===== src/rtl/checksum_fold.sv =====
`default_nettype none
// ============================================================================
// Module  : checksum_fold
// Brief   : Folds frames of FRAME_LEN 12-bit products into a 16-bit ones'-
//           complement checksum behind a single-entry valid/ready slot.
// Revision: 1.0  initial release
// ============================================================================
module checksum_fold #(
  parameter int FRAME_LEN = 15,
  parameter int CNT_W     = 8
) (
  input  logic             clk,
  input  logic             reset,
  input  logic             in_data_vld,
  input  logic [11:0]      in_data,
  input  logic             flush,
  input  logic             out_rdy,
  output logic             out_vld,
  output logic [15:0]      out_data,
  output logic [CNT_W-1:0] frame_cnt,
  output logic             overrun
);

  localparam logic [CNT_W-1:0] c_LAST = CNT_W'(FRAME_LEN - 1);
  localparam logic [CNT_W-1:0] c_ONE  = CNT_W'(1);

  logic [15:0]      r_acc;
  logic [CNT_W-1:0] r_cnt;
  logic             r_out_vld;
  logic [15:0]      r_out_data;
  logic [CNT_W-1:0] r_frame_cnt;
  logic             r_overrun;

  logic [16:0]      w_sum;
  logic [15:0]      w_fold;
  logic             w_accept;
  logic             w_last;
  logic             w_slot_free;
  logic             w_load;

  // One end-around carry suffices: a 12-bit addend can never wrap twice.
  assign w_sum       = {1'b0, r_acc} + {5'b0, in_data};
  assign w_fold      = w_sum[15:0] + {15'b0, w_sum[16]};
  assign w_accept    = in_data_vld & ~flush;
  assign w_last      = w_accept & (r_cnt == c_LAST);
  assign w_slot_free = ~r_out_vld | out_rdy;
  assign w_load      = w_last & w_slot_free;

  always_ff @(posedge clk or negedge reset) begin
    if (!reset) begin
      r_acc <= '0;
      r_cnt <= '0;
    end else if (flush) begin
      r_acc <= '0;
      r_cnt <= '0;
    end else if (w_accept) begin
      if (w_last) begin
        r_acc <= '0;
        r_cnt <= '0;
      end else begin
        r_acc <= w_fold;
        r_cnt <= r_cnt + c_ONE;
      end
    end
  end

  // Output slot; a load in the same cycle as a drain simply replaces it.
  always_ff @(posedge clk or negedge reset) begin
    if (!reset) begin
      r_out_vld   <= 1'b0;
      r_out_data  <= '0;
      r_frame_cnt <= '0;
    end else if (w_load) begin
      r_out_vld   <= 1'b1;
      r_out_data  <= ~w_fold;
      r_frame_cnt <= r_frame_cnt + c_ONE;
    end else if (r_out_vld && out_rdy) begin
      r_out_vld   <= 1'b0;
    end
  end

  always_ff @(posedge clk or negedge reset) begin
    if (!reset) begin
      r_overrun <= 1'b0;
    end else if (flush) begin
      r_overrun <= 1'b0;
    end else if (w_last && !w_slot_free) begin
      r_overrun <= 1'b1;
    end
  end

  assign out_vld   = r_out_vld;
  assign out_data  = r_out_data;
  assign frame_cnt = r_frame_cnt;
  assign overrun   = r_overrun;

endmodule
`default_nettype wire


===== config.mk =====
export PLATFORM = sky130hd
export DESIGN_NAME = checksum_fold
export DESIGN_NICKNAME = d
export VERILOG_FILES = /design/src/rtl/checksum_fold.sv
export SDC_FILE = /design/constraint.sdc
export NUM_CORES = 1
export LEC_CHECK = 0
export ABC_AREA = 1
export CAP_MARGIN = 20
export CORE_MARGIN = 4
export CORE_UTILIZATION = 44
export CTS_BUF_LIST = sky130_fd_sc_hd__clkbuf_4 sky130_fd_sc_hd__clkbuf_8 sky130_fd_sc_hd__clkbuf_16
export DETAILED_ROUTE_END_ITERATION = 7
export HOLD_SLACK_MARGIN = 0.12
export PLACE_DENSITY = 0.66
export SLEW_MARGIN = 20
export SYNTH_ARGS = -nofsm -noshare
export SYNTH_HDL_FRONTEND = slang
export SYNTH_SLANG_ARGS = --single-unit

===== constraint.sdc =====
create_clock -name clk -period 6.25 [get_ports clk]
set_clock_uncertainty 0.1 [all_clocks]
set_input_delay 0.9375 -clock clk [delete_from_list [all_inputs] [get_ports clk]]
set_output_delay 0.9375 -clock clk [all_outputs]
set_load 0.03 [all_outputs]

==> reports/results.ini, run 1 <==
[outcome]
status=completed

[drt]
vias=3333
wl_per_cell_um=13.4
viasPerCell=5.03
drt-total-wl_um=8850
drtAntennaViolNets=0
first_pass_iters=4
wl_met3_um=281
routed.top_layer=met4
met1_length_um=4320
first_iter_violations=236
dr_wl_met2_um=4060
drc=0

[floorplan]
core_area_um2=7690
die-width_um=96.8
start_util=0.451
ios=43
row_count=32
fp.dieArea_um2=9370
dieHeight_um=96.8

[pwr]
cellPowerDensity_nw_per_um2=197
peakVddDrop_v=0.000127
p_leak_nw=2.19

[timing]
layout_min_cycle_time_ns=3.99
slew_headroom=0.303
final.setup.tns_ns=0
max_freq_ghz=0.251
rsz0062_at_grt=no
worst_slew_pin_slew_ns=1.04
setup_viol=0
whs_ns=0.385
drv_slew=0
finalHoldViolations=0
fin_crit_sh=0.638

[critical_path]
crit_path_max_fanout=5
crit_path_start_kind=input port
critical_path_class=input port to flop
crit_arrival_ns=4.09
endpoint_kind=flop
rrSetupSlack_ns=3.00
ff2ff_path_depth=22
r2r_start=r_acc[0]$_DFFE_PN0P_
r2r_end=out_data[11]$_DFFE_PN0P_
cp-startpoint=in_data[0]
cp.required_ns=6.35

[worst_hold_path]
min_path_cells=2
min_to=out_data[10]$_DFFE_PN0P_
hp-start=out_data[10]$_DFFE_PN0P_
hold_path.class=flop to flop

[place]
dp_hpwl_um=6930
placedCellCount=655
place_congestion=0.958
io_buffers=42

[synth]
syn_area_um2=3470
yosysSeqAreaShare=0.361
synth_fp_nets=548
yosysWarnings=0
ys_ff_latch=50
syn_inst=513
syn_area_per_cell_um2=6.76
synthDistinctLibCells=28

[cells_and_area]
syn2layout_area_growth_pct=18.9
nets=595
drive_gt1_frac=0.0607
n_antenna_cell=0
fin_cells=662

[clock_network]
cts_buffer_depth=2
hold_buffers=0
htreeDepth=2
clock_sinks=50
post_cts_resized=0
numCtsBuffers=5
clock_latency_ns=0.30
clk_pin_slew_ns=0.09
cts_tree=yes
cts_setup_buffers=0
root_buffer=clkbuf_8

[grt]
antenna_found_initial=0
grt_overflow=0
grt_start_max_net_pins=51
grtUsageTotal=0.198
grt_pass1_wl_um=15600
grt_pass1_vias=3362

[run]
drv_cap=0

[through the flow]
stage,util,setup WS (ns),power (W),instance area [µm²]
after floorplan,-,2.72,0.000517,3470
after global placement,0.522,2.05,0.000579,4010
after detailed placement,0.522,1.90,0.000585,4010
after CTS,0.537,2.27,0.000822,4130
after global routing,0.537,1.89,0.000866,4130
final,0.537,2.26,0.000814,4130
[registers in the layout (all words and copies together), names as in the netlist]
name,count
frame_cnt,8
r_acc,16
out_vld,1
overrun,1
r_cnt,8
out_data,16
[final cells by class]
class | instances | area [µm²]
multi-input combinational | 387 | 1930
fill | 772 | 3560
clock inverter | 1 | 30.0
clock buffer | 6 | 82.6
timing repair buffer | 45 | 438
tap | 102 | 128
sequential | 50 | 1250
inverter | 71 | 267
[cells by family after synthesis]
group	after synthesis	synth area share
and+or+nand+nor	319	0.393
buffers and inverters	76	0.0830
DFF	50	0.361
AOI/OAI and AO/OA	35	0.0584
adders and majority gates	18	0.0671
xor gates and xnor gates	15	0.0379
[how the worst max path moves through the flow]
stage / endpoint / slack, ns / cells after the start
floorplan: out_data[12]$_DFFE_PN0P_ / 2.72 / 22
global placement: out_data[12]$_DFFE_PN0P_ / 2.05 / 23
detailed placement: out_data[12]$_DFFE_PN0P_ / 1.90 / 23
CTS: out_data[12]$_DFFE_PN0P_ / 2.27 / 23
global route: r_acc[14]$_DFFE_PN0P_ / 1.89 / 22
finish: out_data[11]$_DFFE_PN0P_ / 2.26 / 23
[cells in the mapped netlist, drive strengths merged]
cell | count | share of area
nand2 | 216 | 0.24
inv | 71 | 0.077
dfrtp | 50 | 0.36
nand3 | 45 | 0.065
nor2 | 38 | 0.054
ha | 17 | 0.061
o21ai | 17 | 0.026
nand4 | 13 | 0.023
a21oi | 10 | 0.016
xor2 | 10 | 0.025
xnor2 | 5 | 0.013
o22ai | 4 | 0.0072
and2 | 3 | 0.0054
clkbuf | 3 | 0.0032
nor3 | 3 | 0.0043
a22o | 2 | 0.0051
buf | 2 | 0.0029
fa | 1 | 0.0058
nor4 | 1 | 0.0018
o2bb2ai | 1 | 0.0025
o32ai | 1 | 0.0025
[critical path, cell delays in order]
cell and delay [ns]:
clkdlybuf4s50_1 0.46, ha_1 0.21, inv_1 0.07, fa_1 0.38
inv_1 0.10, nand3_1 0.10, nand2_1 0.10, nand3_1 0.08
nand3_1 0.08, nand2_1 0.06, nor3_1 0.22, ha_1 0.20
nand2_1 0.08, nor2_2 0.15, nand3_1 0.12, nor2_2 0.13
nand2_2 0.10, nor2_4 0.17, nand2_1 0.09, nand2_1 0.07
nand2_1 0.08, nand2_1 0.06, nand2_1 0.05
[power breakdown]
part	switching [W]	leakage, nW	internal [W]
Sequential	0.0000107	0.678	0.000334
Combinational	0.000160	1.46	0.0000768
Clock	0.000104	0.0573	0.000128
Total	0.000275	2.19	0.000539
[routing by layer]
metal | track usage | up-vias
met3 | 0.0267 | 17
met2 | 0.328 | 74
met5 | 0 | -
met4 | 0.0605 | 0
li1 | - | 1701
met1 | 0.271 | 1541
[layout by cell type, fill, tap and decap left out, types with 4 or more instances in the layout]
master,n
xor2_1,10
a21oi_1,9
nor2_1,26
nand3_1,45
o22ai_1,4
clkdlybuf4s50_1,41
nor2_2,9
dfrtp_1,50
nand2_1,209
nand4_1,13
xnor2_1,5
nand2_2,7
inv_1,69
clkbuf_8,6
o21ai_0,15
ha_1,17
Note: power is estimated with default switching activity, not from simulation.
==> run 2: changes to the inputs <==
--- a/config.mk
+++ b/config.mk
@@ -12,7 +12,7 @@
 export CTS_BUF_LIST = sky130_fd_sc_hd__clkbuf_4 sky130_fd_sc_hd__clkbuf_8 sky130_fd_sc_hd__clkbuf_16
 export DETAILED_ROUTE_END_ITERATION = 7
 export HOLD_SLACK_MARGIN = 0.12
-export PLACE_DENSITY = 0.66
+export PLACE_DENSITY = 0.68
 export SLEW_MARGIN = 20
 export SYNTH_ARGS = -nofsm -noshare
 export SYNTH_HDL_FRONTEND = slang
==> constraint.sdc (replaced) <==
create_clock -name clk -period 3.3 [get_ports clk]
set_clock_uncertainty 0.1 [all_clocks]
set_input_delay 0.495 -clock clk [delete_from_list [all_inputs] [get_ports clk]]
set_output_delay 0.495 -clock clk [all_outputs]
set_load 0.03 [all_outputs]
==> run 2 against run 1 <==
  * Die area unchanged
  * Highest routed layer unchanged
  * Flip-flop and latch count unchanged
  * Critical endpoint is now out_data[12]$_DFFE_PN0P_
  * Via count increased by 5.2%
  * Core utilization increased by 4.7 points
  * Critical path type unchanged
  * Sequential share of layout area decreased by 2.4 points
  * Cell count increased by 6.0%
  * Sequential power increased by 90%
  * Non-clock buffer count increased by 39
  * Critical path depth decreased by 3
==> reports/results.ini, run 2 (synthesis gave the netlist of run 1 again) <==
[cells_and_area]
nets=634
drive_gt1_frac=0.157
n_antenna_cell=0
fin_cells=702
mostFrequentLayoutCells=nand2_1 (204), inv_1 (66), dfrtp_1 (50), buf_4 (42), clkdlybuf4s50_1 (39)
syn2layout_area_growth_pct=29.3
mostFrequentLayoutCell=nand2_1

[grt]
grt_start_max_net_pins=36
grt_pass1_vias=3486
met3_usage=0.0296
grt_pass1_wl_um=16000
met2_usage=0.351
met1_usage=0.267
busiest_layer=met2
grt_overflow=0
grtUsageTotal=0.204
antenna_found_initial=0

[clock_network]
cts_buffer_depth=2
htreeDepth=2
numCtsBuffers=5
clk_pin_slew_ns=0.10
clock_latency_ns=0.31
hold_buffers=0
clock_sinks=50
root_buffer=clkbuf_8
cts_tree=yes

[worst_hold_path]
hold_path.class=input port to async pin

[critical_path]
crit_path_start_kind=input port
rrSetupSlack_ns=0.28
crit_arrival_ns=3.22
endpoint_kind=flop
critical_path_class=input port to flop
cp.required_ns=3.41
r2r_start=r_acc[0]$_DFFE_PN0P_
crit_path_max_fanout=5
r2r_end=out_data[12]$_DFFE_PN0P_
ff2ff_path_depth=22

[timing]
max_freq_ghz=0.322
drv_slew=0
finalHoldViolations=0
fin_ws_ns=0.192
fin_crit_sh=0.942
layout_min_cycle_time_ns=3.11
whs_ns=0.170
slew_headroom=0.294
rsz0062_at_grt=no
setup_viol=0
worst_slew_pin_slew_ns=1.05

[drt]
drt-total-wl_um=9540
viasPerCell=4.99
wl_per_cell_um=13.6
drc=0
drtAntennaViolNets=0
vias=3506
first_pass_iters=5
first_iter_violations=210

[pwr]
p_leak_nw=2.40
combPwrFrac=0.341
p_int_w=0.000984
peakVddDrop_v=0.000231
power_frac_seq=0.425
power.switching_w=0.000554
cellPowerDensity_nw_per_um2=343
switching_share=0.360
pwr-share-clk=0.234

[outcome]
status=completed

[floorplan]
start_util=0.451
ios=43
dieHeight_um=96.8
die-width_um=96.8
fp.dieArea_um2=9370
core_area_um2=7690
row_count=32

[place]
dp_hpwl_um=7350
dp_slack_ns=-0.569
io_buffers=42
placedCellCount=686
place_congestion=0.936

[run]
drv_cap=0

==> run 2: changes by cell type in the layout (fill, tap and decap cells not counted), moves of 2 or more <==
cell	change
ha_1	-2
nand2_1	-5
nand3_2	+6
inv_2	+3
nand3_1	-7
clkdlybuf4s50_1	-2
ha_2	+2
buf_4	+39
nor2_4	+2
inv_1	-3
nand2_2	+5
==> run 2: cell type report <==
type | count | area (µm²)
Timing Repair Buffer | 84 | 732
Clock buffer | 6 | 76.3
Tap cell | 102 | 128
Multi-Input combinational cell | 387 | 2020
Fill cell | 734 | 3200
Inverter | 71 | 267
Clock inverter | 2 | 13.8
Sequential cell | 50 | 1250
==> run 2: worst max-delay path by stage <==
stage                            from  slack, ns  depth (start not counted)                  endpoint
after detailed placement   in_data[0]      -0.57                         23  out_data[12]$_DFFE_PN0P_
after global routing      in_data[11]       0.03                         20  out_data[12]$_DFFE_PN0P_
final                     in_data[11]       0.19                         20  out_data[12]$_DFFE_PN0P_
after CTS                 in_data[11]       0.17                         20  out_data[12]$_DFFE_PN0P_
after global placement     in_data[0]      -0.38                         23  out_data[12]$_DFFE_PN0P_
after floorplan            in_data[0]       0.21                         22  out_data[12]$_DFFE_PN0P_
==> run 2: stage by stage <==
| stage | area, µm² | power (W) | utilization | TNS [ns] |
|---|---|---|---|---|
| 5_1_grt | 4480 | 0.00164 | 0.583 | 0 |
| 3_3_place_gp | 4250 | 0.00115 | 0.552 | -5.65 |
| 6_report | 4480 | 0.00154 | 0.583 | 0 |
| 3_5_place_dp | 4250 | 0.00116 | 0.552 | -9.85 |
| 4_1_cts | 4440 | 0.00154 | 0.577 | 0 |
| 2_1_floorplan | 3470 | 0.000978 | - | 0 |
==> run 2: metal layers <==
metal / vias to the layer above / part of all wire
met2: 97 / 0.48
li1: 1789 / -
met1: 1609 / 0.46
met5: - / 0
met4: 0 / 0.014
met3: 11 / 0.046
==> run 2: power groups by stage <==
stage	registers (W)	logic, W	clock network (W)
after detailed placement	0.000665	0.000497	0
after floorplan	0.000655	0.000323	0
after CTS	0.000653	0.000513	0.000374
final	0.000654	0.000524	0.000360
after global placement	0.000664	0.000483	0
after global routing	0.000656	0.000584	0.000398
==> run 2: timing repair <==
item | CTS | global route
buffers inserted | 5 | 3
gates resized for setup | 20 | 6
endpoints found under the setup margin | 16 | 14
pin swaps | 11 | 7
==> run 2: worst max-delay path, stage by stage <==
cell	delay (ns)
clkdlybuf4s50_1	0.41
ha_1	0.32
nand2_1	0.10
nor2_1	0.21
nand2_1	0.13
nand3_2	0.09
nand2_2	0.07
nor3_4	0.14
ha_2	0.20
nand2_2	0.07
nor2_4	0.17
nand3_4	0.11
nor2_4	0.11
nand2_2	0.08
nor2_4	0.18
nand3_2	0.11
nand2_2	0.08
nand2_1	0.05
nand2_1	0.05
nand2_1	0.04
==> run 3: changes to the inputs <==
--- a/config.mk
+++ b/config.mk
@@ -6,13 +6,12 @@
 export NUM_CORES = 1
 export LEC_CHECK = 0
 export ABC_AREA = 1
-export CAP_MARGIN = 20
 export CORE_MARGIN = 4
 export CORE_UTILIZATION = 44
 export CTS_BUF_LIST = sky130_fd_sc_hd__clkbuf_4 sky130_fd_sc_hd__clkbuf_8 sky130_fd_sc_hd__clkbuf_16
 export DETAILED_ROUTE_END_ITERATION = 7
 export HOLD_SLACK_MARGIN = 0.12
-export PLACE_DENSITY = 0.68
+export PLACE_DENSITY = 0.75
 export SLEW_MARGIN = 20
 export SYNTH_ARGS = -nofsm -noshare
 export SYNTH_HDL_FRONTEND = slang
==> run 3 against run 2 <==
  * Die area unchanged
  * Setup slack worse by 0.037 ns
  * Cell count up 3.1%
  * First-iteration DRC count up 1.4%
  * Wire length up 3.8%
  * Combinational power up 11%
  * Sequential power about the same
  * Largest cell class unchanged
==> reports/results.ini, run 3 (synthesis gave the netlist of run 1 again) <==
[drt]
drc=0
viasPerCell=5.12
drt-total-wl_um=9900
first_iter_violations=213
first_pass_iters=6
wl_per_cell_um=13.7
vias=3710
drtAntennaViolNets=0

[cells_and_area]
mostFrequentLayoutCells=nand2_1 (196), inv_1 (68), buf_4 (64), dfrtp_1 (50)
nets=656
syn2layout_area_growth_pct=36.0
n_antenna_cell=0
n_fill_cell=700
fin_cells=724
drive_gt1_frac=0.203
mostFrequentLayoutCell=nand2_1

[grt]
grt_overflow=0
busiest_layer=met2
grt_start_max_net_pins=34
antenna_found_initial=0
grtUsageTotal=0.209
met2_usage=0.341
grt_pass1_wl_um=16400
grt_pass1_vias=3671
met3_usage=0.0324
met1_usage=0.267

[timing]
fin_crit_sh=0.953
final.setup.tns_ns=0
fin_ws_ns=0.155
finalHoldViolations=0
slew_headroom=0.512
drv_slew=0
max_freq_ghz=0.318
setup_viol=0
worst_slew_pin_slew_ns=0.731
layout_min_cycle_time_ns=3.15

[pwr]
p_leak_nw=2.53
p_int_w=0.00103
power.switching_w=0.000578
combPwrFrac=0.361
p_total_w=0.00161
switching_share=0.359
cellPowerDensity_nw_per_um2=341
power_frac_seq=0.406
pwr-share-clk=0.232
peakVddDrop_v=0.000238

[floorplan]
die-width_um=96.8
fp.dieArea_um2=9370
ios=43
core_area_um2=7690
dieHeight_um=96.8
start_util=0.451
row_count=32

[clock_network]
cts_tree=yes
root_buffer=clkbuf_8
numCtsBuffers=5
clock_sinks=50
cts_buffer_depth=2
htreeDepth=2
clk_pin_slew_ns=0.09
clock_latency_ns=0.31

[critical_path]
critical_path_class=input port to flop
cp.required_ns=3.40
crit_arrival_ns=3.25
max_stage_delay_ns=0.41
crit_chain=clkdlybuf4s50_1 -> ha_1 -> nand2_1 -> nand2_1 -> inv_1 -> nand2_2 -> buf_4 -> buf_4 -> buf_4 -> buf_4 -> buf_4 -> buf_4 -> buf_4 -> nand2_2 -> nand3_1 -> nand2_2 -> nand2_2 -> nor2_4 -> nand3_2 -> nand2_2 -> nand2_1 -> nand2_1 -> nand2_1
crit_path_max_fanout=5
endpoint_kind=flop
crit_path_start_kind=input port
crit_top_cell=buf_4
cpMaxStageDelayCell=clkdlybuf4s50_1

[place]
io_buffers=42
place_congestion=0.957
dp_slack_ns=-0.497
placedCellCount=687
dp_hpwl_um=7260

[outcome]
status=completed

[run]
drv_cap=0

[worst_hold_path]
hold_path.class=input port to async pin

run 3: cell count changes in the layout (fill, tap and decap cells not counted), sizes merged:
cell | before | now
clkinvlp | 0 | 1
buf | 43 | 65
dlygate4sd2 | 1 | 0
dlymetal6s2s | 1 | 3
clkinv | 2 | 1
clkdlybuf4s50 | 39 | 38
run 3: routing by layer:
layer  wire (µm)  share of wire  vias up
met5           0              0        -
met4         380          0.038        0
met3         517          0.052       34
met2        4730           0.48      135
met1        4280           0.43     1711
li1            -              -     1830
run 3: final cells by class:
cell class              instances  area, µm²  share of cell area
multi-input cells             387       2070               0.439
clock buffers                   6       82.6              0.0175
clock inverters                 2       12.5             0.00265
inverters                      71        267              0.0565
repair buffers                106        903               0.192
well taps                     102        128              0.0271
flip-flops and latches         50       1250               0.265
run 3: power by group through the flow:
stage	clock network [W]	registers (W)	logic (W)
5_1_grt	0.000407	0.000656	0.000648
2_1_floorplan	0	0.000655	0.000323
6_report	0.000374	0.000654	0.000582
4_1_cts	0.000383	0.000653	0.000533
3_5_place_dp	0	0.000664	0.000491
3_3_place_gp	0	0.000664	0.000478
run 3: worst paths after layout:
path	start	to	slack, ns	depth (start not counted)
worst max-delay path	in_data[2]	out_data[12]$_DFFE_PN0P_	0.15	23
worst min-delay path	reset	frame_cnt[6]$_DFFE_PN0P_	0.14	1
worst max register to register	r_acc[0]$_DFFE_PN0P_	out_data[12]$_DFFE_PN0P_	0.23	22
worst min register to register	frame_cnt[7]$_DFFE_PN0P_	frame_cnt[7]$_DFFE_PN0P_	0.38	1
max in group asynchronous	reset	r_acc[2]$_DFFE_PN0P_	2.25	2
min in group clk	frame_cnt[7]$_DFFE_PN0P_	frame_cnt[7]$_DFFE_PN0P_	0.38	1
run 3: repair_timing:
action	in CTS	in global routing
resized for setup	19	20
pin swaps	13	18
hold buffers	0	0
setup endpoints to repair	13	22
buffers inserted	25	4
run 3: worst max-delay path: cells and delay by family:
family                   cells  cell delay (ns)
adder cells (fa/ha/maj)      1             0.22
AND/OR/NAND/NOR             13             1.16
buffers and inverters        9             1.37
run 3: through the flow:
step	hold WS, ns	utilization	cell area [µm²]
after global placement	0.365	0.553	4250
after floorplan	0.0994	-	3470
after global routing	0.197	0.613	4720
final	0.136	0.613	4720
after detailed placement	0.365	0.553	4250
after CTS	0.165	0.599	4610
